`src/rtl/stack_burst_feeder.sv`:
```
// stack_burst_feeder
//   Upstream command stage for the 4-entry nibble stack. It collects one
//   transaction of host commands into a small buffer. It then replays that
//   buffer to the stack as a single contiguous IN_VALID burst. Finally it
//   returns the stack's sum to the host as a one-cycle result, or flags that
//   the stack was empty when no sum arrives before the timeout.
//
// Ports
//   CLK, RESET            clock; synchronous active-high reset (shared with the stack)
//   CMD_VALID/CMD_READY   host command handshake
//   CMD_OP, CMD_DATA      1 = push CMD_DATA, 0 = pop
//   CMD_LAST              final command of the transaction
//   OP, IN, IN_VALID      command burst to the stack
//   OUT, OUT_VALID        sum returned by the stack
//   RES_VALID             one-cycle result pulse to the host
//   RES_DATA              stack sum, or 0 when the stack was empty
//   RES_EMPTY             qualifies RES_VALID: no sum was produced
module stack_burst_feeder #(
    parameter int DEPTH   = 8,
    parameter int TIMEOUT = 4
) (
    input  logic       CLK,
    input  logic       RESET,
    input  logic       CMD_VALID,
    output logic       CMD_READY,
    input  logic       CMD_OP,
    input  logic [3:0] CMD_DATA,
    input  logic       CMD_LAST,
    output logic       OP,
    output logic [3:0] IN,
    output logic       IN_VALID,
    input  logic [5:0] OUT,
    input  logic       OUT_VALID,
    output logic       RES_VALID,
    output logic [5:0] RES_DATA,
    output logic       RES_EMPTY
);

    localparam int PW = $clog2(DEPTH);
    localparam int CW = PW + 1;
    localparam int TW = $clog2(TIMEOUT + 1);

    typedef enum logic [1:0] {S_COLLECT, S_ISSUE, S_WAIT, S_REPORT} state_t;

    state_t          r_state, w_state_nxt;
    logic [CW-1:0]   r_count, w_count_nxt;
    logic [CW-1:0]   r_rd_ptr, w_rd_ptr_nxt;
    logic [TW-1:0]   r_timer, w_timer_nxt;
    logic [4:0]      r_buf [DEPTH];

    logic            r_cmd_ready, w_cmd_ready_nxt;
    logic            r_op, w_op_nxt;
    logic [3:0]      r_in, w_in_nxt;
    logic            r_in_valid, w_in_valid_nxt;
    logic            r_res_valid, w_res_valid_nxt;
    logic [5:0]      r_res_data, w_res_data_nxt;
    logic            r_res_empty, w_res_empty_nxt;

    logic            w_accept;
    logic            w_full;
    logic [4:0]      w_rd_entry;

    assign w_accept   = (r_state == S_COLLECT) && r_cmd_ready && CMD_VALID;
    assign w_full     = (r_count == CW'(DEPTH - 1));
    assign w_rd_entry = r_buf[r_rd_ptr[PW-1:0]];

    always_comb begin
        w_state_nxt     = r_state;
        w_count_nxt     = r_count;
        w_rd_ptr_nxt    = r_rd_ptr;
        w_timer_nxt     = r_timer;
        w_cmd_ready_nxt = r_cmd_ready;
        w_op_nxt        = r_op;
        w_in_nxt        = r_in;
        w_in_valid_nxt  = r_in_valid;
        w_res_valid_nxt = r_res_valid;
        w_res_data_nxt  = r_res_data;
        w_res_empty_nxt = r_res_empty;

        case (r_state)
            S_COLLECT: begin
                w_cmd_ready_nxt = 1'b1;
                if (w_accept) begin
                    w_count_nxt = r_count + CW'(1);
                    if (CMD_LAST || w_full) begin
                        w_state_nxt     = S_ISSUE;
                        w_cmd_ready_nxt = 1'b0;
                        w_in_valid_nxt  = 1'b1;
                        w_rd_ptr_nxt    = CW'(1);
                        // Entry 0 goes out on the accepting edge. For a
                        // one-command transaction it is not yet in the buffer,
                        // so it is taken straight from the host inputs.
                        if (r_count == '0) begin
                            w_op_nxt = CMD_OP;
                            w_in_nxt = CMD_DATA;
                        end else begin
                            w_op_nxt = r_buf[0][4];
                            w_in_nxt = r_buf[0][3:0];
                        end
                    end
                end
            end
            S_ISSUE: begin
                w_cmd_ready_nxt = 1'b0;
                if (r_rd_ptr == r_count) begin
                    w_in_valid_nxt = 1'b0;
                    w_op_nxt       = 1'b0;
                    w_in_nxt       = '0;
                    w_timer_nxt    = '0;
                    w_state_nxt    = S_WAIT;
                end else begin
                    w_op_nxt     = w_rd_entry[4];
                    w_in_nxt     = w_rd_entry[3:0];
                    w_rd_ptr_nxt = r_rd_ptr + CW'(1);
                end
            end
            S_WAIT: begin
                w_cmd_ready_nxt = 1'b0;
                if (OUT_VALID) begin
                    w_res_data_nxt  = OUT;
                    w_res_empty_nxt = 1'b0;
                    w_res_valid_nxt = 1'b1;
                    w_state_nxt     = S_REPORT;
                end else if (r_timer == TW'(TIMEOUT)) begin
                    w_res_data_nxt  = '0;
                    w_res_empty_nxt = 1'b1;
                    w_res_valid_nxt = 1'b1;
                    w_state_nxt     = S_REPORT;
                end else begin
                    w_timer_nxt = r_timer + TW'(1);
                end
            end
            S_REPORT: begin
                w_res_valid_nxt = 1'b0;
                w_res_empty_nxt = 1'b0;
                w_count_nxt     = '0;
                w_cmd_ready_nxt = 1'b1;
                w_state_nxt     = S_COLLECT;
            end
            default: begin
                w_state_nxt = S_COLLECT;
            end
        endcase
    end

    always_ff @(posedge CLK) begin
        if (RESET) begin
            r_state     <= S_COLLECT;
            r_count     <= '0;
            r_rd_ptr    <= '0;
            r_timer     <= '0;
            r_cmd_ready <= 1'b0;
            r_op        <= 1'b0;
            r_in        <= '0;
            r_in_valid  <= 1'b0;
            r_res_valid <= 1'b0;
            r_res_data  <= '0;
            r_res_empty <= 1'b0;
        end else begin
            r_state     <= w_state_nxt;
            r_count     <= w_count_nxt;
            r_rd_ptr    <= w_rd_ptr_nxt;
            r_timer     <= w_timer_nxt;
            r_cmd_ready <= w_cmd_ready_nxt;
            r_op        <= w_op_nxt;
            r_in        <= w_in_nxt;
            r_in_valid  <= w_in_valid_nxt;
            r_res_valid <= w_res_valid_nxt;
            r_res_data  <= w_res_data_nxt;
            r_res_empty <= w_res_empty_nxt;
        end
    end

    // Buffer storage has no reset; its contents are only read below r_count.
    always_ff @(posedge CLK) begin
        if (!RESET && w_accept) begin
            r_buf[r_count[PW-1:0]] <= {CMD_OP, CMD_DATA};
        end
    end

    assign CMD_READY = r_cmd_ready;
    assign OP        = r_op;
    assign IN        = r_in;
    assign IN_VALID  = r_in_valid;
    assign RES_VALID = r_res_valid;
    assign RES_DATA  = r_res_data;
    assign RES_EMPTY = r_res_empty;

endmodule
```
`config.mk`:
```
export PLATFORM = sky130hd
export DESIGN_NAME = stack_burst_feeder
export DESIGN_NICKNAME = d
export VERILOG_FILES = /design/src/rtl/stack_burst_feeder.sv
export SDC_FILE = /design/constraint.sdc
export NUM_CORES = 1
export LEC_CHECK = 0
export ABC_AREA = 1
export CORE_AREA = 2 2 75 77
export CTS_BUF_LIST = sky130_fd_sc_hd__clkbuf_8
export DETAILED_ROUTE_END_ITERATION = 7
export DIE_AREA = 0 0 77 79
export PLACE_DENSITY = 0.89
export RECOVER_POWER = 100
export SLEW_MARGIN = 5
export SYNTH_ARGS = -nofsm -noshare
export SYNTH_HDL_FRONTEND = slang
export SYNTH_SLANG_ARGS = --single-unit
export TNS_END_PERCENT = 20
```
`constraint.sdc`:
```
create_clock -name CLK -period 3.2 [get_ports CLK]
set_input_delay 0.96 -clock CLK [delete_from_list [all_inputs] [get_ports CLK]]
set_output_delay 0.96 -clock CLK [all_outputs]
set_load 0.02 [all_outputs]
```
* Word-level counts from Yosys, hierarchy flattened *
Memories as Yosys holds them, arrays and structs flattened. A register that Yosys moved wholly into a read port is not among the register bits.
Index checks and enable logic that the tools add are counted.
Widths: inputs -> output; s select.

operators by class
  equal/unequal tests = 13
  $add $sub $neg = 3
  multiplexer cells = 44
  reductions and logical operators = 21

operator list
  kind                 count
  $mux 4               8
  $pmux 4 s2           3
  $reduce_and 4->1     4
  $mux 3               5
  $mux 1               14
  $mux 6               2
  $mux 2               5
  $ne 2x2->1 const B   5
  $reduce_bool 2->1    5
  $add 4x1->4 const B  2
  $pmux 1 s2           4
  $pmux 2 s4           1
  $pmux 3 s2           1
  $reduce_and 2->1     3
  $eq 2x2->1 const B   2
  $eq 4x3->1 const B   1
  $eq 4x4->1           1
  $logic_not 4->1      1
  $add 3x1->3 const B  1
  $eq 3x3->1 const B   1
  $logic_and 1x1->1    3
  $ne 3x3->1 const B   1
  $pmux 1 s3           1
  $reduce_and 3->1     1
  other kinds (6)      6

word-level totals
  logic and storage cells = 93
  RAM bits = 40
  output and inout bits = 15
  register bits = 28
  input bits = 16
  memories kept = 1

memory list
  memory  words  bits a word  read ports  clocked after Yosys merged registers in  write ports  RTL line  RTL
  r_buf   8      5            2           1                                        1            49        logic [4:0] r_buf [DEPTH];

* Longest topological paths before layout *
  word-level depth = 7
  gate-level depth with buffers = 12

* Least setup slack after synthesis *
No wires, ideal clock.

  kind = input-to-reg
  from = in RESET
  to = mem r_buf[2][0], enable pin
  setup slack = 1.034 ns
  library setup time = 0.374 ns
  arrival time = 1.793 ns
  path buffers = 1
  cell stages on the path = 4
  cells stage by stage = clkbuf_1 nor2_1 nand2_1 nor3_1

on the way
  word-level cells in the longest chain between the ends = 4

RTL lines
  item                          RTL line  RTL
  start: declaration            23        input logic RESET,
  $logic_not 1->1               176       if (!RESET && w_accept) begin
  $logic_and 1x1->1             176
  $mux 1                        176
  $mux 1 (not written as such)  177       r_buf[r_count[PW-1:0]] <= {CMD_OP, CMD_DATA};
  end: declaration              49

Every way passes these cells.

* Final worst setup path *
  from = in CMD_VALID
  to = reg r_rd_ptr[0]

on the way
  word-level cells in the longest chain between the ends = 3

RTL lines
  item                               RTL line  RTL
  start: declaration                 24        input logic CMD_VALID,
  $logic_and 1x1->1                  63        assign w_accept = (r_state == S_COLLECT) && r_cmd_ready && CMD_VALID;
  $ne 2x2->1 (no source line)        -
  $reduce_and 4->1 (no source line)  -
  end signal: assignment             162       r_rd_ptr <= w_rd_ptr_nxt;
  end: declaration                   47        logic [CW-1:0] r_rd_ptr, w_rd_ptr_nxt;

Every way passes these cells.
A chain may end at the register's enable or synchronous reset.

==> impl_results.md <==
- Distinct cell type count after synthesis: 30
- PortBufs: 30
- Clock-pin slew on the worst setup and hold paths: ~70 ps
- Finished Layout Cells: 478
- Cell with the most instances after synthesis: sky130_fd_sc_hd__nand2_1
- Pre-CTS worst setup slack: roughly 570 ps
- Primary flip-flop cell chosen by synthesis mapping: sky130_fd_sc_hd__edfxtp_1
- Final setup skew: roughly 7.4 ps
- Weighted congestion reported at the end of routability-driven placement: roughly 0.92
- Netlist area before placement: between 3000 and 4000 µm²
- Number of core rows: 27
- Buffers inserted by post-CTS timing repair: 0
- Worst Setup Path Type: primary input to flop
- Post-synthesis share of cell area spent on full adders, half adders and majority gates: 0.0345
- Proportion of register bits with asynchronous set or reset after synthesis: 0
- Post-CTS Hold Fix Bufs: 0
- Unrepaired setup endpoints after global routing: no
- Clock sink count: 71
- Maximum number of pins on one net before global-route repair: 22
- Area fraction in and, or, nand and nor cells after synthesis: 0.253
- Outcome: completed
- Area growth from synthesis to layout: 15.8%
- Number of synthesized register bits: 71
- Via count of the first global-routing pass: roughly 2600
- Classification of the worst-slack hold path: flop to flop
- Nature of the critical path startpoint: primary input
- Total power density per cell area: a little over 700 nW/µm²
- Combinational family with the most area after synthesis: simple AND/OR/NAND/NOR gates
- Hold Fails Final Rpt: 0
- Hold_ws: approximately 440 ps
- Shortest period the worst path allows: roughly 2500 ps
- Count of flip-flops with a built-in enable after synthesis: 40
- Via total after detailed routing: 2659
- Peak VDD IR: between 0.3 and 0.4 mV
- Yosys synthesis warning count: 0
- DRC violation count after routing: 0
- Synth Net Count: a little under 400
- First-pass iteration count of the detailed router: 5
- Worst-path fanout max: 8
- Placed instance count: between 400 and 500
- Fmax: 398 MHz
- Final worst path period share: 0.785
- Post-route ant nets: 0
- Gate Count Post-Synth: approximately 370
- Final setup violation count: 0
- Arr. time, crit path: between 2000 and 3000 ps
- Number of maximum-capacitance constraint violations: 0
- Slew Viols, Final: 0
- Number of gates given a new drive strength after cts: 0
- Vias per cell: 5.56
- Register area share after synthesis: 0.558
- Inserted Clock Buffers: 9
- Layout cells sized above 1: 0.0788
- Clock tree buffer depth: 2
- Inserted Diodes: 0
- Worst slew margin relative to its limit: 0.646
- Hold-critical path depth: 2
- Tot Pwr: ~2.7 mW
- Lkg Pwr: 1.48 nW
- Global-route wire length before repair: approximately 13000 µm
- Leftover overflow at the end of global routing: 0
- Worst-Skew Late Latency: approximately 340 ps
- Horizontal die dimension: between 70 and 80 µm
- Antenna violations before repair: 0
- CP Capture Type: flop
- Synthesized-area fraction occupied by ao, oa, aoi and oai cells: 0.0924
- Fin nets: 426
- Core Footprint: roughly 5300 µm²
- Top Ports: 31
- DRC marker count from the first detailed-route iteration: slightly above 300
- Fill count: 411
- Final WL: ~7600 µm
- Setup_tns: 0 ps
- Total Die Area: approximately 6100 µm²
- Mean cell area of the mapped netlist: around 9 µm²
- Clk Tree Root Cell: sky130_fd_sc_hd__clkbuf_8
- Top cells by count, synth: sky130_fd_sc_hd__nand2_1 (92), sky130_fd_sc_hd__nor2_1 (41), sky130_fd_sc_hd__edfxtp_1 (40)
- Largest cells by area after synthesis: sky130_fd_sc_hd__edfxtp_1 (37%), sky130_fd_sc_hd__dfxtp_1 (19%), sky130_fd_sc_hd__nand2_1 (11%), sky130_fd_sc_hd__nor2_1 (4.7%), sky130_fd_sc_hd__nand3_1 (4.4%)
- Share of synthesized area spent on multiplexers: 0
- Global Route Usage Sum: 0.272
- Final worst slack: slightly below 700 ps
- Yosys top cell by area: sky130_fd_sc_hd__edfxtp_1
- Share of the synthesized netlist area taken by xor and xnor gates: 0.00806
- Routed wire per std cell: about 16 µm
- H-tree level count: 3
- Die height: approximately 79 µm
- Initial core utilization: 0.611
- WP data required: approximately 3500 ps
- Hpwl dp: 4940 µm
- TritonCTS clock tree: yes
- Pin slew with the least headroom to its limit: about 530 ps
- Number of cells traversed by the worst register-to-register path: 10
- Portion of synthesized cell area occupied by the leading cell type: 0.368
[stage by stage]
| step | instance area [µm²] | util |
|---|---|---|
| finish | 3780 | 0.707 |
| global route | 3780 | 0.707 |
| CTS | 3810 | 0.714 |
| detailed placement | 3630 | 0.680 |
| global placement | 3630 | 0.680 |
| floorplan | 3260 | - |
[final timing paths]
kind                    from          end  slack [ps]
hold / removal      IN_VALID     IN_VALID         440
setup reg to reg  r_state[1]  r_rd_ptr[0]        1020
hold reg to reg     IN_VALID     IN_VALID         440
setup / recovery   CMD_VALID  r_rd_ptr[0]         690
[cell usage in the layout (no fill, tap or decap), drive strengths merged]
cell type,instances
nand2,100
nor2,44
edfxtp,40
inv,33
nand3,32
dfxtp,31
a21oi,28
o21ai,24
dlygate4sd3,23
clkbuf,11
ha,9
clkdlybuf4s50,7
clkinv,4
nor3,3
xor2,3
or2,3
o211ai,2
nand4,2
o21a,2
buf,2
nand3b,1
clkinvlp,1
bufinv,1
[report_power, final]
group / switching (mW) / internal (mW) / leakage (nW)
combinational: 0.621 / 0.313 / 0.763
clock: 0.312 / 0.348 / 0.103
sequential: 0.0621 / 1.06 / 0.612
total: 0.995 / 1.72 / 1.48
[kinds of logic (layout without fill, tap and decap cells)]
kind of cell    Yosys count  after routing
flops                    71             71
buf+inv                  42             82
simple gates            185            185
xor+xnor                  3              3
fa+ha+maj                 9              9
compound gates           56             56
[metal layers]
metal | GRT usage | wire [µm] | vias up
li1 | - | - | 1279
met1 | 0.360 | 3170 | 1217
met2 | 0.435 | 3670 | 144
met3 | 0.0557 | 582 | 19
met4 | 0.125 | 170 | 0
met5 | 0 | 0 | -
[worst max-delay path: stages]
cell,delay [ps]
sky130_fd_sc_hd__dlygate4sd3_1,530
sky130_fd_sc_hd__nand3_1,140
sky130_fd_sc_hd__nand2_1,150
sky130_fd_sc_hd__nand3b_1,260
sky130_fd_sc_hd__inv_1,270
sky130_fd_sc_hd__nand2_1,160
sky130_fd_sc_hd__nand2_1,110
sky130_fd_sc_hd__nand2_1,70
sky130_fd_sc_hd__a21oi_1,120
[flip-flops by register name, summed over array words and instances, names as in the netlist, named ones only]
signal / flops
r_buf: 40
RES_DATA: 6
IN: 4
r_count: 4
r_rd_ptr: 4
r_timer: 3
r_state: 2
CMD_READY: 1
IN_VALID: 1
OP: 1
RES_EMPTY: 1
RES_VALID: 1
[cell type report]
class	instances	area, µm²	area share
Clock buffer	9	124	0.0328
Clock inverter	7	56.3	0.0149
Inverter	32	121	0.0321
Multi-Input combinational cell	253	1240	0.328
Sequential cell	71	1820	0.482
Tap cell	72	90.1	0.0239
Timing Repair Buffer	34	323	0.0855
No activity file was read; power rests on OpenSTA's default activity.
